$ cat src/rtl/alu_issue_ctrl_if.sv
// Handshake and ALU-side bundle for alu_issue_ctrl: request, operand stream,
// ALU operand/result wiring and result handshake.
interface alu_issue_ctrl_if #(
    parameter int DATA_W = 16,
    parameter int RES_W  = 32
);
    logic              i_start;
    logic              i_mode;
    logic [3:0]        i_op;
    logic              o_busy;
    logic [DATA_W-1:0] i_data;
    logic              i_data_valid;
    logic              o_data_ready;
    logic              o_alu_mode;
    logic [3:0]        o_alu_op;
    logic [DATA_W-1:0] o_alu_a;
    logic [DATA_W-1:0] o_alu_b;
    logic [DATA_W-1:0] o_alu_c;
    logic [DATA_W-1:0] o_alu_d;
    logic [RES_W-1:0]  i_alu_out1;
    logic [RES_W-1:0]  i_alu_out2;
    logic [RES_W-1:0]  o_res1;
    logic [RES_W-1:0]  o_res2;
    logic              o_res_valid;
    logic              i_res_ready;
    logic              o_err;

    modport slave (
        input  i_start, i_mode, i_op, i_data, i_data_valid,
               i_alu_out1, i_alu_out2, i_res_ready,
        output o_busy, o_data_ready, o_alu_mode, o_alu_op,
               o_alu_a, o_alu_b, o_alu_c, o_alu_d,
               o_res1, o_res2, o_res_valid, o_err
    );

    modport master (
        output i_start, i_mode, i_op, i_data, i_data_valid,
               i_alu_out1, i_alu_out2, i_res_ready,
        input  o_busy, o_data_ready, o_alu_mode, o_alu_op,
               o_alu_a, o_alu_b, o_alu_c, o_alu_d,
               o_res1, o_res2, o_res_valid, o_err
    );
endinterface

$ cat src/rtl/alu_issue_ctrl.sv
// Issue/capture stage around the combinational ALU: serial operand load,
// settle window, result capture and hold. Optional macro: ALU_ISSUE_ERR_EN.
module alu_issue_ctrl #(
    parameter int DATA_W      = 16,
    parameter int RES_W       = 32,
    parameter int EXEC_CYCLES = 1
) (
    input  logic            i_clk,
    input  logic            i_rst,
    alu_issue_ctrl_if.slave bus
);
    localparam int TMR_W = (EXEC_CYCLES < 2) ? 1 : $clog2(EXEC_CYCLES + 1);
    localparam logic [TMR_W-1:0] TMR_INIT = TMR_W'(EXEC_CYCLES);
    localparam logic [TMR_W-1:0] TMR_ONE  = TMR_W'(1);

    typedef enum logic [1:0] {S_IDLE, S_LOAD, S_EXEC, S_HOLD} state_t;

    state_t            state, state_nx;
    logic [1:0]        slot;
    logic [TMR_W-1:0]  timer;
    logic              accept;
    logic              last_word;
    logic              illegal_op;

    always_comb begin
        illegal_op = 1'b0;
`ifdef ALU_ISSUE_ERR_EN
        illegal_op = (bus.i_op > 4'd8);
`endif
    end

    always_ff @(posedge i_clk or posedge i_rst) begin
        if (i_rst) state <= S_IDLE;
        else       state <= state_nx;
    end

    always_comb begin
        state_nx         = state;
        bus.o_busy       = (state != S_IDLE);
        bus.o_data_ready = (state == S_LOAD);
        bus.o_res_valid  = (state == S_HOLD);
        accept           = (state == S_LOAD) && bus.i_data_valid;
        last_word        = (slot == (bus.o_alu_mode ? 2'd3 : 2'd1));
        unique case (state)
            S_IDLE: if (bus.i_start) state_nx = illegal_op ? S_HOLD : S_LOAD;
            S_LOAD: if (accept && last_word) state_nx = S_EXEC;
            S_EXEC: if (timer == TMR_ONE) state_nx = S_HOLD;
            S_HOLD: if (bus.i_res_ready) state_nx = S_IDLE;
            default: state_nx = S_IDLE;
        endcase
    end

    always_ff @(posedge i_clk or posedge i_rst) begin
        if (i_rst) begin
            bus.o_alu_mode <= 1'b0;
            bus.o_alu_op   <= '0;
            bus.o_alu_a    <= '0;
            bus.o_alu_b    <= '0;
            bus.o_alu_c    <= '0;
            bus.o_alu_d    <= '0;
            bus.o_res1     <= '0;
            bus.o_res2     <= '0;
            slot           <= '0;
            timer          <= '0;
        end else begin
            unique case (state)
                S_IDLE: if (bus.i_start) begin
                    bus.o_alu_mode <= bus.i_mode;
                    bus.o_alu_op   <= bus.i_op;
                    bus.o_alu_a    <= '0;
                    bus.o_alu_b    <= '0;
                    bus.o_alu_c    <= '0;
                    bus.o_alu_d    <= '0;
                    slot           <= '0;
                    // Illegal ops bypass EXEC, so the zero result is loaded here.
                    if (illegal_op) begin
                        bus.o_res1 <= '0;
                        bus.o_res2 <= '0;
                    end
                end
                S_LOAD: if (accept) begin
                    unique case (slot)
                        2'd0: bus.o_alu_a <= bus.i_data;
                        2'd1: bus.o_alu_b <= bus.i_data;
                        2'd2: bus.o_alu_c <= bus.i_data;
                        default: bus.o_alu_d <= bus.i_data;
                    endcase
                    slot <= slot + 2'd1;
                    if (last_word) timer <= TMR_INIT;
                end
                S_EXEC: begin
                    timer <= timer - TMR_ONE;
                    if (timer == TMR_ONE) begin
                        bus.o_res1 <= bus.i_alu_out1;
                        bus.o_res2 <= bus.i_alu_out2;
                    end
                end
                default: ;
            endcase
        end
    end

`ifdef ALU_ISSUE_ERR_EN
    logic err_q;
    always_ff @(posedge i_clk or posedge i_rst) begin
        if (i_rst)                                err_q <= 1'b0;
        else if (state == S_IDLE && bus.i_start) err_q <= illegal_op;
    end
    assign bus.o_err = err_q;
`else
    assign bus.o_err = 1'b0;
`endif
endmodule

$ cat src/flat_wrapper.sv
// flat-port wrapper written by rule: the top's interface ports become plain ports
module alu_issue_ctrl_flat 
#(
    parameter int DATA_W      = 16,
    parameter int RES_W       = 32,
    parameter int EXEC_CYCLES = 1
)
  (i_clk, i_rst, bus_i_start, bus_i_mode, bus_i_op, bus_i_data, bus_i_data_valid, bus_i_alu_out1, bus_i_alu_out2, bus_i_res_ready, bus_o_busy, bus_o_data_ready, bus_o_alu_mode, bus_o_alu_op, bus_o_alu_a, bus_o_alu_b, bus_o_alu_c, bus_o_alu_d, bus_o_res1, bus_o_res2, bus_o_res_valid, bus_o_err);
  alu_issue_ctrl_if #(.DATA_W(DATA_W), .RES_W(RES_W)) bus_i ();
  input  logic i_clk;
  input  logic i_rst;
  input wire logic [$bits(bus_i.i_start)-1:0] bus_i_start;
  input wire logic [$bits(bus_i.i_mode)-1:0] bus_i_mode;
  input wire logic [$bits(bus_i.i_op)-1:0] bus_i_op;
  input wire logic [$bits(bus_i.i_data)-1:0] bus_i_data;
  input wire logic [$bits(bus_i.i_data_valid)-1:0] bus_i_data_valid;
  input wire logic [$bits(bus_i.i_alu_out1)-1:0] bus_i_alu_out1;
  input wire logic [$bits(bus_i.i_alu_out2)-1:0] bus_i_alu_out2;
  input wire logic [$bits(bus_i.i_res_ready)-1:0] bus_i_res_ready;
  output wire logic [$bits(bus_i.o_busy)-1:0] bus_o_busy;
  output wire logic [$bits(bus_i.o_data_ready)-1:0] bus_o_data_ready;
  output wire logic [$bits(bus_i.o_alu_mode)-1:0] bus_o_alu_mode;
  output wire logic [$bits(bus_i.o_alu_op)-1:0] bus_o_alu_op;
  output wire logic [$bits(bus_i.o_alu_a)-1:0] bus_o_alu_a;
  output wire logic [$bits(bus_i.o_alu_b)-1:0] bus_o_alu_b;
  output wire logic [$bits(bus_i.o_alu_c)-1:0] bus_o_alu_c;
  output wire logic [$bits(bus_i.o_alu_d)-1:0] bus_o_alu_d;
  output wire logic [$bits(bus_i.o_res1)-1:0] bus_o_res1;
  output wire logic [$bits(bus_i.o_res2)-1:0] bus_o_res2;
  output wire logic [$bits(bus_i.o_res_valid)-1:0] bus_o_res_valid;
  output wire logic [$bits(bus_i.o_err)-1:0] bus_o_err;
  assign bus_i.i_start = bus_i_start;
  assign bus_i.i_mode = bus_i_mode;
  assign bus_i.i_op = bus_i_op;
  assign bus_i.i_data = bus_i_data;
  assign bus_i.i_data_valid = bus_i_data_valid;
  assign bus_i.i_alu_out1 = bus_i_alu_out1;
  assign bus_i.i_alu_out2 = bus_i_alu_out2;
  assign bus_i.i_res_ready = bus_i_res_ready;
  assign bus_o_busy = bus_i.o_busy;
  assign bus_o_data_ready = bus_i.o_data_ready;
  assign bus_o_alu_mode = bus_i.o_alu_mode;
  assign bus_o_alu_op = bus_i.o_alu_op;
  assign bus_o_alu_a = bus_i.o_alu_a;
  assign bus_o_alu_b = bus_i.o_alu_b;
  assign bus_o_alu_c = bus_i.o_alu_c;
  assign bus_o_alu_d = bus_i.o_alu_d;
  assign bus_o_res1 = bus_i.o_res1;
  assign bus_o_res2 = bus_i.o_res2;
  assign bus_o_res_valid = bus_i.o_res_valid;
  assign bus_o_err = bus_i.o_err;
  alu_issue_ctrl #(.DATA_W(DATA_W), .RES_W(RES_W), .EXEC_CYCLES(EXEC_CYCLES)) u_core (.i_clk(i_clk), .i_rst(i_rst), .bus(bus_i));
endmodule
$ cat config.mk
export PLATFORM = sky130hd
export DESIGN_NAME = alu_issue_ctrl_flat
export DESIGN_NICKNAME = d
export VERILOG_FILES = /design/src/rtl/alu_issue_ctrl_if.sv /design/src/rtl/alu_issue_ctrl.sv /design/src/flat_wrapper.sv
export SDC_FILE = /design/constraint.sdc
export NUM_CORES = 1
export LEC_CHECK = 0
export CORE_MARGIN = 5
export CORE_UTILIZATION = 48
export CTS_BUF_LIST = sky130_fd_sc_hd__clkbuf_8
export DETAILED_ROUTE_END_ITERATION = 8
export GPL_TIMING_DRIVEN = 1
export PLACE_DENSITY = 0.88
export SYNTH_ARGS = -nofsm -noshare
export SYNTH_HDL_FRONTEND = slang
export SYNTH_SLANG_ARGS = --single-unit
$ cat constraint.sdc
create_clock -name i_clk -period 8.1 [get_ports i_clk]
set_input_delay 1.62 -clock i_clk [delete_from_list [all_inputs] [get_ports i_clk]]
set_output_delay 1.62 -clock i_clk [all_outputs]
set_load 0.01 [all_outputs]
Word level (Yosys, flattened, before mapping). Cells that the tools add are included.

Bits in registers: 138. Latch bits: 0. Memory bits (writable): 0. Memory bits (read-only): 0. Input port bits: 90. Output and inout port bits: 137. Memories: 0.

Add/subtract/negate cells: 2. $mul: 0. Div/mod/pow operators: 0. Order comparisons: 0. Equal/unequal tests: 16. Shift-type cells: 0. Multiplexer cells: 25. Bitwise logic cells: 0. Reductions and logical operators: 17.

Operator list (number): $mux W16 (9); $pmux W16 S2 (4); $reduce_and A4 Y1 (5); $mux W2 (7); $ne A2 B1 Y1 const B (7); $pmux W2 S4 (1); $eq A2 B2 Y1 const B (3); $ne A2 B2 Y1 const B (3); $reduce_and A3 Y1 (2); $reduce_bool A2 Y1 (3); $eq A2 B1 Y1 const B (2); $logic_not A2 Y1 (2); $pmux W2 S2 (1); $reduce_and A2 Y1 (2); $reduce_or A3 Y1 (1); $add A2 B1 Y2 const B (1); $eq A2 B2 Y1 (1); $logic_and A1 B1 Y1 (2); $mux W1 (2); $pmux W1 S2 (1); $sub A1 B1 Y1 const B (1).

Depth between registers and ports, before layout.
Depth after elaboration: 5. Gate-level depth with buffers: 8.

Worst setup path before layout. OpenSTA, ideal clock, no wires.

Path type: input -> register. From: in bus_i_start. To: reg u_core.bus.o_alu_c[0] in the netlist's numbering. Library setup time: 0.125 ns. Arrival: 2.637 ns. Setup slack: 5.339 ns. Stages on the path: 5. Buffers on the path: 1. Cells stage by stage: nand2b_1 o21ai_2 a21oi_2 buf_6 mux2_2.

Word-level cells in the longest chain between the ends: 2.

RTL lines: from (decl) (RTL line flat_wrapper.sv:12) `input wire logic [$bits(bus_i.i_start)-1:0] bus_i_start;`; $ne A2 B2 Y1 (no source line); $reduce_and A4 Y1 (no source line); to (signal assigned) (RTL line alu_issue_ctrl.sv:85) `2'd2: bus.o_alu_c <= bus.i_data;`; to (decl) (RTL line alu_issue_ctrl_if.sv:32) `o_alu_a, o_alu_b, o_alu_c, o_alu_d,`.

Every way passes these cells. A chain may end at the register's enable or synchronous reset.

Worst setup path after layout.
From: reg u_core.state[1]. To: out bus_o_data_ready.

Word-level cells in the longest chain between the ends: 1.

RTL lines: from (decl) (RTL line alu_issue_ctrl.sv:18) `state_t state, state_nx;`; from (signal assigned) (RTL line alu_issue_ctrl.sv:34) `else state <= state_nx;`; $eq A2 B1 Y1 (RTL line alu_issue_ctrl.sv:40) `bus.o_data_ready = (state == S_LOAD);`; to (decl) (RTL line flat_wrapper.sv:21) `output wire logic [$bits(bus_i.o_data_ready)-1:0] bus_o_data_ready;`.

Every way passes these cells.

==> qor.yml <==
outcome:
  outcome: "complete, no violations"
yosys:
  synth_area_um2: 5500
  synth-seq-cells: 138
  seq_area_frac_synth: 0.628
  ys_warn_count: 0
  synth-xor-area-share: 0.00159
  synth-async-reset-ratio: 1.00
  synth_compound_area_frac: 0.0184
  synth_cell_types: 26
  synthMuxAreaShare: 0.278
  synth_fa_ha_area_frac: 0.0182
  synth_top_family_by_area: "multiplexers"
  netlist_instances: 353
  synthSimpleGateAreaFrac: 0.0312
  synth_edf_count: 0
  syn_nets: 451
  synth_ff_type: "dfrtp_1"
  synth_area_per_cell_um2: 15.6
placed_design:
  portBuffers: 225
  gp_congestion: 0.777
  place_hpwl_mm: 10.3
power_and_ir_drop:
  power_density_nw_per_um2: 415
  ir_drop_v: 0.000292
  p_leak_nw: 3.69
timing:
  skew_ps: 7.94
  period_needed_ps: 4130
  hold_slack_ps: 504
  worstMarginPinSlew_ps: 1070
  rsz0062_at_grt: "no"
  finalSetupViolCount: 0
  setup_tns_ps: 0
  hold_viol_final: 0
  slew_headroom: 0.287
  max_freq_mhz: 242
  period_share: 0.510
  drv_slew: 0
grt:
  grt_pass1_vias: 4098
  grt_max_degree: 86
  track_usage: 0.216
  antenna_found_initial: 0
  grt_pass1_wl_mm: 22.1
  grt-ovfl-total: 0
cells_and_area:
  layout-drive-gt1-share: 0.293
  nFillCells: 728
  final_nets: 682
  areaGrowthSynthToFinish_pct: 52.8
  antenna_cells: 0
  layout_common_cells: "225 x clkdlybuf4s50_1, 138 x dfrtp_1, 132 x mux2_2, 17 x clkbuf_8, 16 x and2_1"
  final_common_cell: "clkdlybuf4s50_1"
  fin_util: 0.742
clock_network:
  cts_made_buffers: 17
  htreeDepth: 4
  cts_root_buffer: "clkbuf_8"
  cts_sinks: 138
  path_clk_slew_ps: 70
  holdBufCountCts: 0
  cts_tree: "yes"
  cts.path.max_buffers: 2
  post_cts_buffers: 0
  post_cts_resized: 0
  clock_latency_ps: 450
drt:
  wirelength_mm: 14.5
  wl_per_cell_um: 19.6
  drt_pre_antenna_iters: 4
  drc_errors: 0
  drtIter0Drc: 191
  ant_nets: 0
  via_count: 3783
  viasPerCell: 5.11
worst_setup_path:
  crit_required_ps: 6480
  crit_type: "reg -> out"
  crit_path_end_kind: "output pin"
  critPathSlowestCell: "ha_1"
  crit_arrival_ps: 2510
  r2r-start: "u_core.state[1]"
  crit_path_start: "u_core.state[1]"
  path_buf_inv: 2
  path_delay_family: "adder cells"
  path_cells: "inv_1 > ha_1 > clkdlybuf4s50_1"
  cp-start-kind: "register"
  cp_slowest_stage_delay_ps: 840
  critPathMaxFanout: 27
flow_run:
  maxCapViolations: 0
die:
  ios: 227
  die_y_um: 117
  start_util: 0.486
  rows: 39
  design.die.area_um2: 13700
  die_x_um: 117
  coreArea_um2: 11300
min_path:
  hp-class: "reg -> reg"
  hold_path_startpoint: "u_core.bus.o_res1[2]"
==> Yosys cell counts, types with 2 or more instances <==
cell	count	share of area
buf_6	4	0.0082
a21oi_2	4	0.0064
inv_1	9	0.0061
mux2_2	132	0.27
a21oi_1	3	0.0027
nand2_1	10	0.0068
and3_1	2	0.0023
ha_1	8	0.018
dfrtp_1	138	0.63
o221ai_1	2	0.0032
buf_2	8	0.0073
clkbuf_1	2	0.0014
and2_1	16	0.018
nand2b_1	2	0.0023
mux2_4	2	0.0055
==> state kept, by name, summed over array words and instances (netlist names) <==
name	count
u_core.state	2
u_core.bus.o_res1	32
u_core.bus.o_alu_b	16
u_core.slot	2
u_core.bus.o_alu_op	4
u_core.bus.o_alu_c	16
u_core.timer	1
u_core.bus.o_res2	32
u_core.bus.o_alu_a	16
u_core.bus.o_alu_d	16
u_core.bus.o_alu_mode	1
==> final cells by class <==
| type | instances | area (µm²) | area share |
|---|---|---|---|
| flip-flops and latches | 138 | 3450 | 0.411 |
| well taps | 143 | 179 | 0.0213 |
| repair buffers | 227 | 2270 | 0.270 |
| clock inverters | 15 | 317 | 0.0377 |
| multi-input cells | 191 | 1910 | 0.228 |
| clock buffers | 17 | 234 | 0.0279 |
| inverters | 9 | 36.3 | 0.00432 |
==> routing by layer <==
| metal | up-vias | wire length (µm) | share of wire | track usage |
|---|---|---|---|---|
| met3 | 19 | 1600 | 0.11 | 0.0946 |
| li1 | 1693 | - | - | - |
| met4 | 0 | 263 | 0.018 | 0.0765 |
| met2 | 181 | 7280 | 0.50 | 0.359 |
| met5 | - | 0 | 0 | 0 |
| met1 | 1890 | 5380 | 0.37 | 0.250 |
==> final timing paths <==
check	endpoint	depth (start not counted)	slack, ps
max	bus_o_data_ready	3	3970
max reg2reg	u_core.bus.o_alu_b[5]	5	5130
min	u_core.bus.o_res1[2]	1	500
min in group asynchronous	u_core.bus.o_alu_d[4]	2	1770
max in group asynchronous	u_core.bus.o_res2[22]	3	5060
min reg2reg	u_core.bus.o_res1[2]	1	500
==> cell families after synthesis <==
family	Yosys count
flip-flops	138
other	1
adder cells (fa/ha/maj)	8
multiplexers	135
AND/OR/NAND/NOR	32
AO/OA/AOI/OAI	14
buffers and inverters	24
XOR/XNOR	1
==> power breakdown <==
group	internal [W]	switching (W)	leakage (nW)	total [W]
clock	0.000492	0.000270	0.267	0.000763
sequential	0.000972	0.000160	1.73	0.00113
combinational	0.000928	0.000661	1.70	0.00159
==> stage by stage <==
stage                     worst slack, ps  instances  power (W)  cell area (µm²)
final                                3970        740    0.00348             8400
after global routing                 3770        740    0.00367             8400
after CTS                            3900        740    0.00352             8400
after detailed placement             4290        708    0.00273             7850
after global placement               4350        708    0.00266             7850
after floorplan                      2780        353    0.00198             5500
(Power assumes the default switching activity.)
